$ cat src/rtl/ripple_sub_adder.sv
// ============================================================================
// Module   : ripple_sub_adder
// Purpose  : Registered N-bit ripple-carry adder/subtractor (d=1 subtracts).
//            Define RIPPLE_SUB_ADDER_OVF_EN to add the signed overflow output ovf.
// Revision : 1.0
// ============================================================================
`default_nettype none

module ripple_sub_adder #(
   parameter int N = 4
) (
   input  logic         clk,
   input  logic         rst_n,
   input  logic [N-1:0] a,
   input  logic [N-1:0] b,
   input  logic         d,
   input  logic         in_valid,
   output logic [N-1:0] s,
   output logic         cout,
`ifdef RIPPLE_SUB_ADDER_OVF_EN
   output logic         ovf,
`endif
   output logic         out_valid
);

   logic [N-1:0] sum;
   logic [N-1:0] b_x;
   logic [N:0]   carry;

   // Full-adder chain; inverting b and injecting d as carry-in forms a + ~b + 1.
   always_comb begin
      sum      = '0;
      b_x      = '0;
      carry    = '0;
      carry[0] = d;
      for (int i = 0; i < N; i++) begin
         b_x[i]     = b[i] ^ d;
         sum[i]     = a[i] ^ b_x[i] ^ carry[i];
         carry[i+1] = (a[i] & b_x[i]) | (carry[i] & (a[i] ^ b_x[i]));
      end
   end

   always_ff @(posedge clk or negedge rst_n) begin
      if (!rst_n) begin
         s         <= '0;
         cout      <= 1'b0;
         out_valid <= 1'b0;
`ifdef RIPPLE_SUB_ADDER_OVF_EN
         ovf       <= 1'b0;
`endif
      end else begin
         out_valid <= in_valid;
         if (in_valid) begin
            s    <= sum;
            cout <= carry[N];
`ifdef RIPPLE_SUB_ADDER_OVF_EN
            ovf  <= carry[N] ^ carry[N-1];
`endif
         end
      end
   end

endmodule

`default_nettype wire

$ cat config.mk
export PLATFORM = sky130hd
export DESIGN_NAME = ripple_sub_adder
export DESIGN_NICKNAME = d
export VERILOG_FILES = /design/src/rtl/ripple_sub_adder.sv
export SDC_FILE = /design/constraint.sdc
export NUM_CORES = 1
export LEC_CHECK = 0
export CAP_MARGIN = 20
export CORE_AREA = 4 4 41 43
export DETAILED_ROUTE_END_ITERATION = 10
export DIE_AREA = 0 0 45 47
export GPL_TIMING_DRIVEN = 0
export SLEW_MARGIN = 20
export SYNTH_ARGS = -nofsm -noshare
export SYNTH_HDL_FRONTEND = slang
export SYNTH_SLANG_ARGS = --single-unit
export TNS_END_PERCENT = 30
$ cat constraint.sdc
create_clock -name clk -period 0.9 [get_ports clk]
set_input_delay 0.18 -clock clk [delete_from_list [all_inputs] [get_ports clk]]
set_output_delay 0.18 -clock clk [all_outputs]
set_load 0.05 [all_outputs]
After elaboration in Yosys (flattened, before gate mapping)
Index checks and enable logic that the tools add are counted.

storage, ports and cells
  input bits = 12
  logic and storage cells = 27
  register bits after elaboration = 6
  output and inout bits = 6

cells by class
  bitwise logic cells = 24

operators with widths
  operator           number
  1-bit XOR          12
  1-bit bitwise AND  8
  1-bit OR           4

Logic depth before layout (Yosys ltp)
Gate-level depths: netlist of run 1.

  depth in word-level cells = 10
  gate-level depth with buffers = 6
  depth with buffers taken out = 6

Worst setup path after synthesis of run 1
OpenSTA, ideal clock, no wires.

  path kind = input to register
  start point = input b[1]
  end point = register s[3]
  stages = 6
  buffers on the path = 0
  setup time = 0.125 ns
  arrival time = 1.774 ns
  data required time = 0.775 ns
  slack = -0.999 ns
  cell sequence = xnor2_1 > fa_1 > fa_1 > inv_1 > fa_1 > mux2_4

on the way
  longest elaborated chain between the ends = 7
  elaborated cells between the ends (all ways) = 8
  classes of those cells = bitwise: 8

ends and longest elaborated chain
  element                line  RTL
  start, declared        15    input logic [N-1:0] b,
  1-bit XOR (*)          37    b_x[i] = b[i] ^ d;
  1-bit XOR              39    carry[i+1] = (a[i] & b_x[i]) | (carry[i] & (a[i] ^ b_x[i]));
  1-bit bitwise AND      39
  1-bit OR (*)           39
  1-bit bitwise AND (*)  39
  1-bit OR (*)           39
  1-bit XOR (*)          38    sum[i] = a[i] ^ b_x[i] ^ carry[i];
  via sum[3]             26    logic [N-1:0] sum;
  end signal, assigned   54    s <= sum;
  end, declared          18    output logic [N-1:0] s,

The timed path passes the listed nets; every way through them passes the cells marked *.
A chain may end at the register's enable or synchronous reset.

Worst setup path in the final report of run 1
  start point = input b[0]
  end point = register s[3]

on the way
  longest elaborated chain between the ends = 9
  elaborated cells between the ends (all ways) = 10
  classes of those cells = bitwise: 10

ends and longest elaborated chain
  element                line
  1-bit XOR (*)          37
  1-bit XOR              39
  1-bit bitwise AND      39
  1-bit OR (*)           39
  1-bit bitwise AND (*)  39
  1-bit OR (*)           39
  1-bit bitwise AND (*)  39
  1-bit OR (*)           39
  1-bit XOR (*)          38
  via sum[3]             26

Marks and branches as above.

==> results of run 1 <==
==> flip-flops by register name, summed over array words and instances (netlist names) <==
| register | cells |
|---|---|
| cout | 1 |
| out_valid | 1 |
| s | 4 |
==> area by class of cell <==
type	count	area, sq um	area share
Inverter	5	18.77	0.03240
Tap cell	15	18.77	0.03240
Timing Repair Buffer	17	170.2	0.2937
Multi-Input combinational cell	14	187.7	0.3240
Sequential cell	6	150.1	0.2592
Clock buffer	3	22.52	0.03888
Buffer	1	11.26	0.01944
==> worst paths after layout <==
kind	from	end	slack [ps]	depth (start not counted)
min reg2reg	s[1]$_DFFE_PN0P_	s[1]$_DFFE_PN0P_	510	2
max	b[0]	s[3]$_DFFE_PN0P_	-830	7
max in group asynchronous	rst_n	cout$_DFFE_PN0P_	510	1
min	in_valid	out_valid$_DFF_PN0_	130	1
min in group asynchronous	rst_n	s[2]$_DFFE_PN0P_	180	1
max reg2reg	cout$_DFFE_PN0P_	cout$_DFFE_PN0P_	120	1
==> critical path, stage by stage <==
cell and delay [ps]:
buf_6 100, mux2i_2 150, fa_2 390, fa_2 340
inv_2 60, fa_1 370, mux2_4 260
==> logic make-up (layout without fill, tap and decap cells) <==
kind of cell	count (synthesis)	count (layout)	synth area share
AOI/OAI and AO/OA	1	1	0.01453
xor gates and xnor gates	4	4	0.1018
adders and majority gates	3	3	0.1746
buffers and inverters	6	26	0.08728
DFF	6	6	0.4364
muxes	5	5	0.1746
and+or+nand+nor	1	1	0.01090
==> layer usage <==
layer | global-route usage | share of wire
met5 | 0 | 0
met4 | 0.08772 | 0
met3 | 0.003831 | 0.083
met2 | 0.1215 | 0.59
met1 | 0.07963 | 0.33
==> Yosys cell counts (all sizes together) <==
| cell type | count |
|---|---|
| xor2 | 1 |
| fa | 3 |
| xnor2 | 3 |
| a21oi | 1 |
| mux2i | 3 |
| buf | 1 |
| mux2 | 2 |
| nor2 | 1 |
| dfrtp | 6 |
| inv | 5 |
==> stage by stage <==
step | hold slack (ps) | util | power (mW) | cell area (sq um)
finish | 131.3 | 0.4452 | 1.142 | 579.3
global route | 147.8 | 0.4452 | 1.200 | 579.3
CTS | 181.2 | 0.4356 | 1.154 | 566.8
detailed placement | 434.9 | 0.4115 | 0.9017 | 535.5
global placement | 425.6 | 0.4115 | 0.8927 | 535.5
floorplan | -115.6 | - | 0.6945 | 346.6
==> repair_timing <==
action / in CTS / in global routing
hold endpoints to repair: 0 / 0
setup endpoints to repair: 10 / 11
pin swaps: 4 / 3
gates resized for setup: 49 / 8
==> power by group through the flow <==
stage | registers (mW) | clock network [mW] | logic [mW]
2_1_floorplan | 0.568 | 0 | 0.127
3_3_place_gp | 0.360 | 0 | 0.533
3_5_place_dp | 0.365 | 0 | 0.537
4_1_cts | 0.366 | 0.246 | 0.542
5_1_grt | 0.372 | 0.258 | 0.570
6_report | 0.365 | 0.237 | 0.540
==> flow_summary.yaml, run 1 <==
power:
  power_density_nw_per_um2: 1972
  p_leak_nw: 0.2910
  switching_power_mw: 0.4389
  switching_share: 0.3842
  p_comb_frac: 0.473
  p_clk_frac: 0.208
  power_frac_seq: 0.320
  vdd_drop_max_uv: 558.8
  intPower_mw: 0.7034
place:
  place_congestion: 0.5705
  dp_slack_ps: -1574
  port-buffer-count: 17
  placed_cells: 58
  hpwl_microns: 601.9
critical_path:
  crit_path_start_kind: "input port"
  critPathArrivalTime_ps: 1850
  end_kind: "flop"
  worst_ep_required_time_ps: 1020
  path_class: "input port to flop"
  path_max_fanout: 2
run:
  drv_cap: 0
clocking:
  root_buffer: "clkbuf_4"
  cts_hold_buf: 0
  cts_sinks: 6
  postCtsSetupBuffers: 0
  h-tree-depth: 1
  cts_tree: "built"
  cts_buffers: 3
  clk_latency_ps: 240
  cts_buffer_depth: 2
  path_clk_slew_ps: 40
drt:
  wl_microns: 703
  avgViaCountPerCell: 4.115
  drt_iter0_drc: 0
  avgRoutedWirePerCell_microns: 11.52
  vias: 251
  postRouteAntennaNets: 0
  drc: 0
  dr.pass1.iters: 1
synth:
  synthCells: 26
  ys_ff_latch: 6
  synth.distinct_cells: 10
  avgSynthCellArea_sq_um: 13.23
  syn-num-nets: 41
  synth.area.top_cells: "dfrtp_1 (44%), fa_1 (17%), mux2i_1 (8.7%)"
  synth_area_sq_um: 344.1
  ys_seq_area_frac: 0.4364
  synth_top_cell_by_area: "dfrtp_1"
  synth_warnings: 0
  synth_top_area_share: 0.4364
run_status:
  violations: "setup timing"
  status: "finished, violations left"
timing:
  setup_viol_count_final: 10
  setup_slack_ps: -832.6
  final_max_slew_viol_count: 0
  period_share: 1.925
  period_needed_ps: 1733
  finClkSkew_ps: 0
  rsz0062_at_grt: "true"
  fmax_mhz: 577.2
  worstMarginPinSlew_ps: 278.9
  relSlewSlack: 0.8150
  tns_ps: -2745
  hold_violations: 0
cells_and_area:
  diodes: 0
  final_nets: 63
  area_delta_synth_final_pct: 68.36
  num-fill-cells: 132
  stdcell_count: 61
  final_common_cell: "dfrtp_1"
  drive_above_1_share: 0.4783
  layout_common_cells: "dfrtp_1 (6), buf_6 (5), inv_1 (4), clkdlybuf4s50_1 (4)"
floorplanning:
  io_pins: 18
  die_w_microns: 45
  die_y_microns: 47
  num_rows: 13
  coreArea_sq_um: 1301
  die_area_sq_um: 2115
  start_util: 0.2644
hold_path:
  hold_class: "input port to flop"
global_route:
  first_global_vias: 255
  grt_pass1_wl_microns: 1055
  antenna_found_initial: 0
  grtUsageTotal: 0.07422
  globalRouteOverflowTotal: 0
  grt_max_degree: 7
No activity file was read; power rests on OpenSTA's default activity.
==> run 2: changes to the inputs <==
Settings changed: PLACE_DENSITY from default to 0.65.
==> flow_summary.yaml, run 2 (synthesis gave the netlist of run 1 again) <==
run_status:
  status: "finished, violations left"
  violations: "setup timing"
power:
  p_leak_nw: 0.2969
  p_clk_frac: 0.207
  vdd_drop_max_uv: 648.1
  power_density_nw_per_um2: 1927
  switching_power_mw: 0.4554
  switching_share: 0.3817
  power.total_mw: 1.193
  intPower_mw: 0.7378
  power_frac_seq: 0.312
  p_comb_frac: 0.481
timing:
  relSlewSlack: 0.8159
  setup_viol_count_final: 9
  final_max_slew_viol_count: 0
  period_share: 1.895
  rsz0062_at_grt: "true"
  setup_slack_ps: -805.6
  hold_ws_ps: 170.4
  worstMarginPinSlew_ps: 277.4
  finClkSkew_ps: 0
  fmax_mhz: 586.3
  period_needed_ps: 1706
  hold_violations: 0
cells_and_area:
  final_nets: 64
  regMostFlops: "s"
  area_delta_synth_final_pct: 80.00
  multi_input_area_sq_um: 198.9
  largest_reg_flops: 4
  diodes: 0
  final_common_cell: "buf_6"
  final_cell_area_sq_um: 619.3
  layout_common_cells: "buf_6 (7), dfrtp_1 (6), clkdlybuf4s50_1 (5), inv_1 (3), clkbuf_4 (3)"
  drive_above_1_share: 0.5106
  num-fill-cells: 146
  final-seq-area_sq_um: 150.1
  reg.largest.list: "s x4, cout x1, out_valid x1"
global_route:
  grt_max_degree: 7
  grtUsageTotal: 0.07662
  first_global_vias: 239
  globalRouteOverflowTotal: 0
  antenna_found_initial: 0
  grt_pass1_wl_microns: 1007
clocking:
  path_clk_slew_ps: 50
  cts_sinks: 6
  h-tree-depth: 1
  cts_buffers: 3
  cts_hold_buf: 0
  root_buffer: "clkbuf_4"
  clk_latency_ps: 240
  cts_buffer_depth: 2
  cts_tree: "built"
critical_path:
  cp_cell_sequence: "buf_12 -> xnor2_4 -> fa_2 -> fa_2 -> inv_2 -> fa_1 -> mux2_4"
  critical_path.top_delay_family: "adder cells"
  crit_path_frequent_cell: "fa_2"
  crit_path_start_kind: "input port"
  path_max_fanout: 3
  critPathArrivalTime_ps: 1830
  end_kind: "flop"
  critPathBufInv: 2
  slowest_stage: "fa_1"
  cp_num_cells: 7
  max_stage_delay_ps: 390
  reg2reg_depth: 1
  path_class: "input port to flop"
  worst_ep_required_time_ps: 1030
place:
  port-buffer-count: 17
  place_congestion: 0.5536
  dpl_cell_area_sq_um: 535.5
  hpwl_microns: 498
floorplanning:
  coreArea_sq_um: 1301
  die_area_sq_um: 2115
  io_pins: 18
  num_rows: 13
  start_util: 0.2644
  die_y_microns: 47
  die_w_microns: 45
drt:
  top_layer: "met4"
  vias: 258
  dr.pass1.iters: 2
  drc: 0
  wl_met3_microns: 70
  wl_met2_microns: 280
  drt_iter0_drc: 2
  avgViaCountPerCell: 4.161
  postRouteAntennaNets: 0
  wl_microns: 634
  wl_met1_microns: 237
  avgRoutedWirePerCell_microns: 10.23
run:
  drv_cap: 0
hold_path:
  hold_class: "input port to async pin"
run 2: cell count changes in the layout (fill, tap and decap cells not counted), sizes merged:
cell           delta
clkdlybuf4s15     -1
buf               +3
clkdlybuf4s50     +1
dlygate4sd2       -1
dlymetal6s2s      -1
run 2: final timing paths:
| path | from | endpoint | slack, ps |
|---|---|---|---|
| max | d | s[3]$_DFFE_PN0P_ | -810 |
| min in group clk | b[0] | s[0]$_DFFE_PN0P_ | 220 |
| min reg2reg | s[1]$_DFFE_PN0P_ | s[1]$_DFFE_PN0P_ | 540 |
| max reg2reg | cout$_DFFE_PN0P_ | cout$_DFFE_PN0P_ | 120 |
| min | rst_n | out_valid$_DFF_PN0_ | 170 |
| max in group asynchronous | rst_n | s[0]$_DFFE_PN0P_ | 520 |
run 2: power groups by stage:
stage	sequential, mW	combinational [mW]	clock, mW
final	0.372	0.574	0.247
after global routing	0.382	0.618	0.268
after CTS	0.366	0.540	0.257
after detailed placement	0.362	0.536	0
after global placement	0.364	0.529	0
after floorplan	0.568	0.127	0
run 2: cell type report:
| class | count | area share |
|---|---|---|
| inverters | 5 | 0.03030 |
| clock buffers | 3 | 0.03636 |
| repair buffers | 18 | 0.3212 |
| well taps | 15 | 0.03030 |
| flip-flops and latches | 6 | 0.2424 |
| multi-input cells | 14 | 0.3212 |
| plain buffers | 1 | 0.01818 |
run 2: per-stage QoR:
stage / setup TNS, ps / utilization / setup slack [ps] / cells
final: -2198 / 0.4760 / -805.6 / 62
after global routing: -2528 / 0.4760 / -851.6 / 62
after CTS: -3219 / 0.4356 / -904.3 / 61
after detailed placement: -7209 / 0.4115 / -1588 / 58
after global placement: -7139 / 0.4115 / -1575 / 58
after floorplan: -2120 / - / -955.6 / 26
run 2: what timing repair did:
item                       CTS  global route
buffers inserted             0             1
setup endpoints to repair   10            10
pin swaps                    4             4
resized for setup           49            26
run 2: metal layers:
| metal | GRT usage | up-vias |
|---|---|---|
| li1 | - | 122 |
| met1 | 0.07728 | 116 |
| met2 | 0.1017 | 16 |
| met3 | 0.02299 | 4 |
| met4 | 0.1228 | 0 |
| met5 | 0 | - |
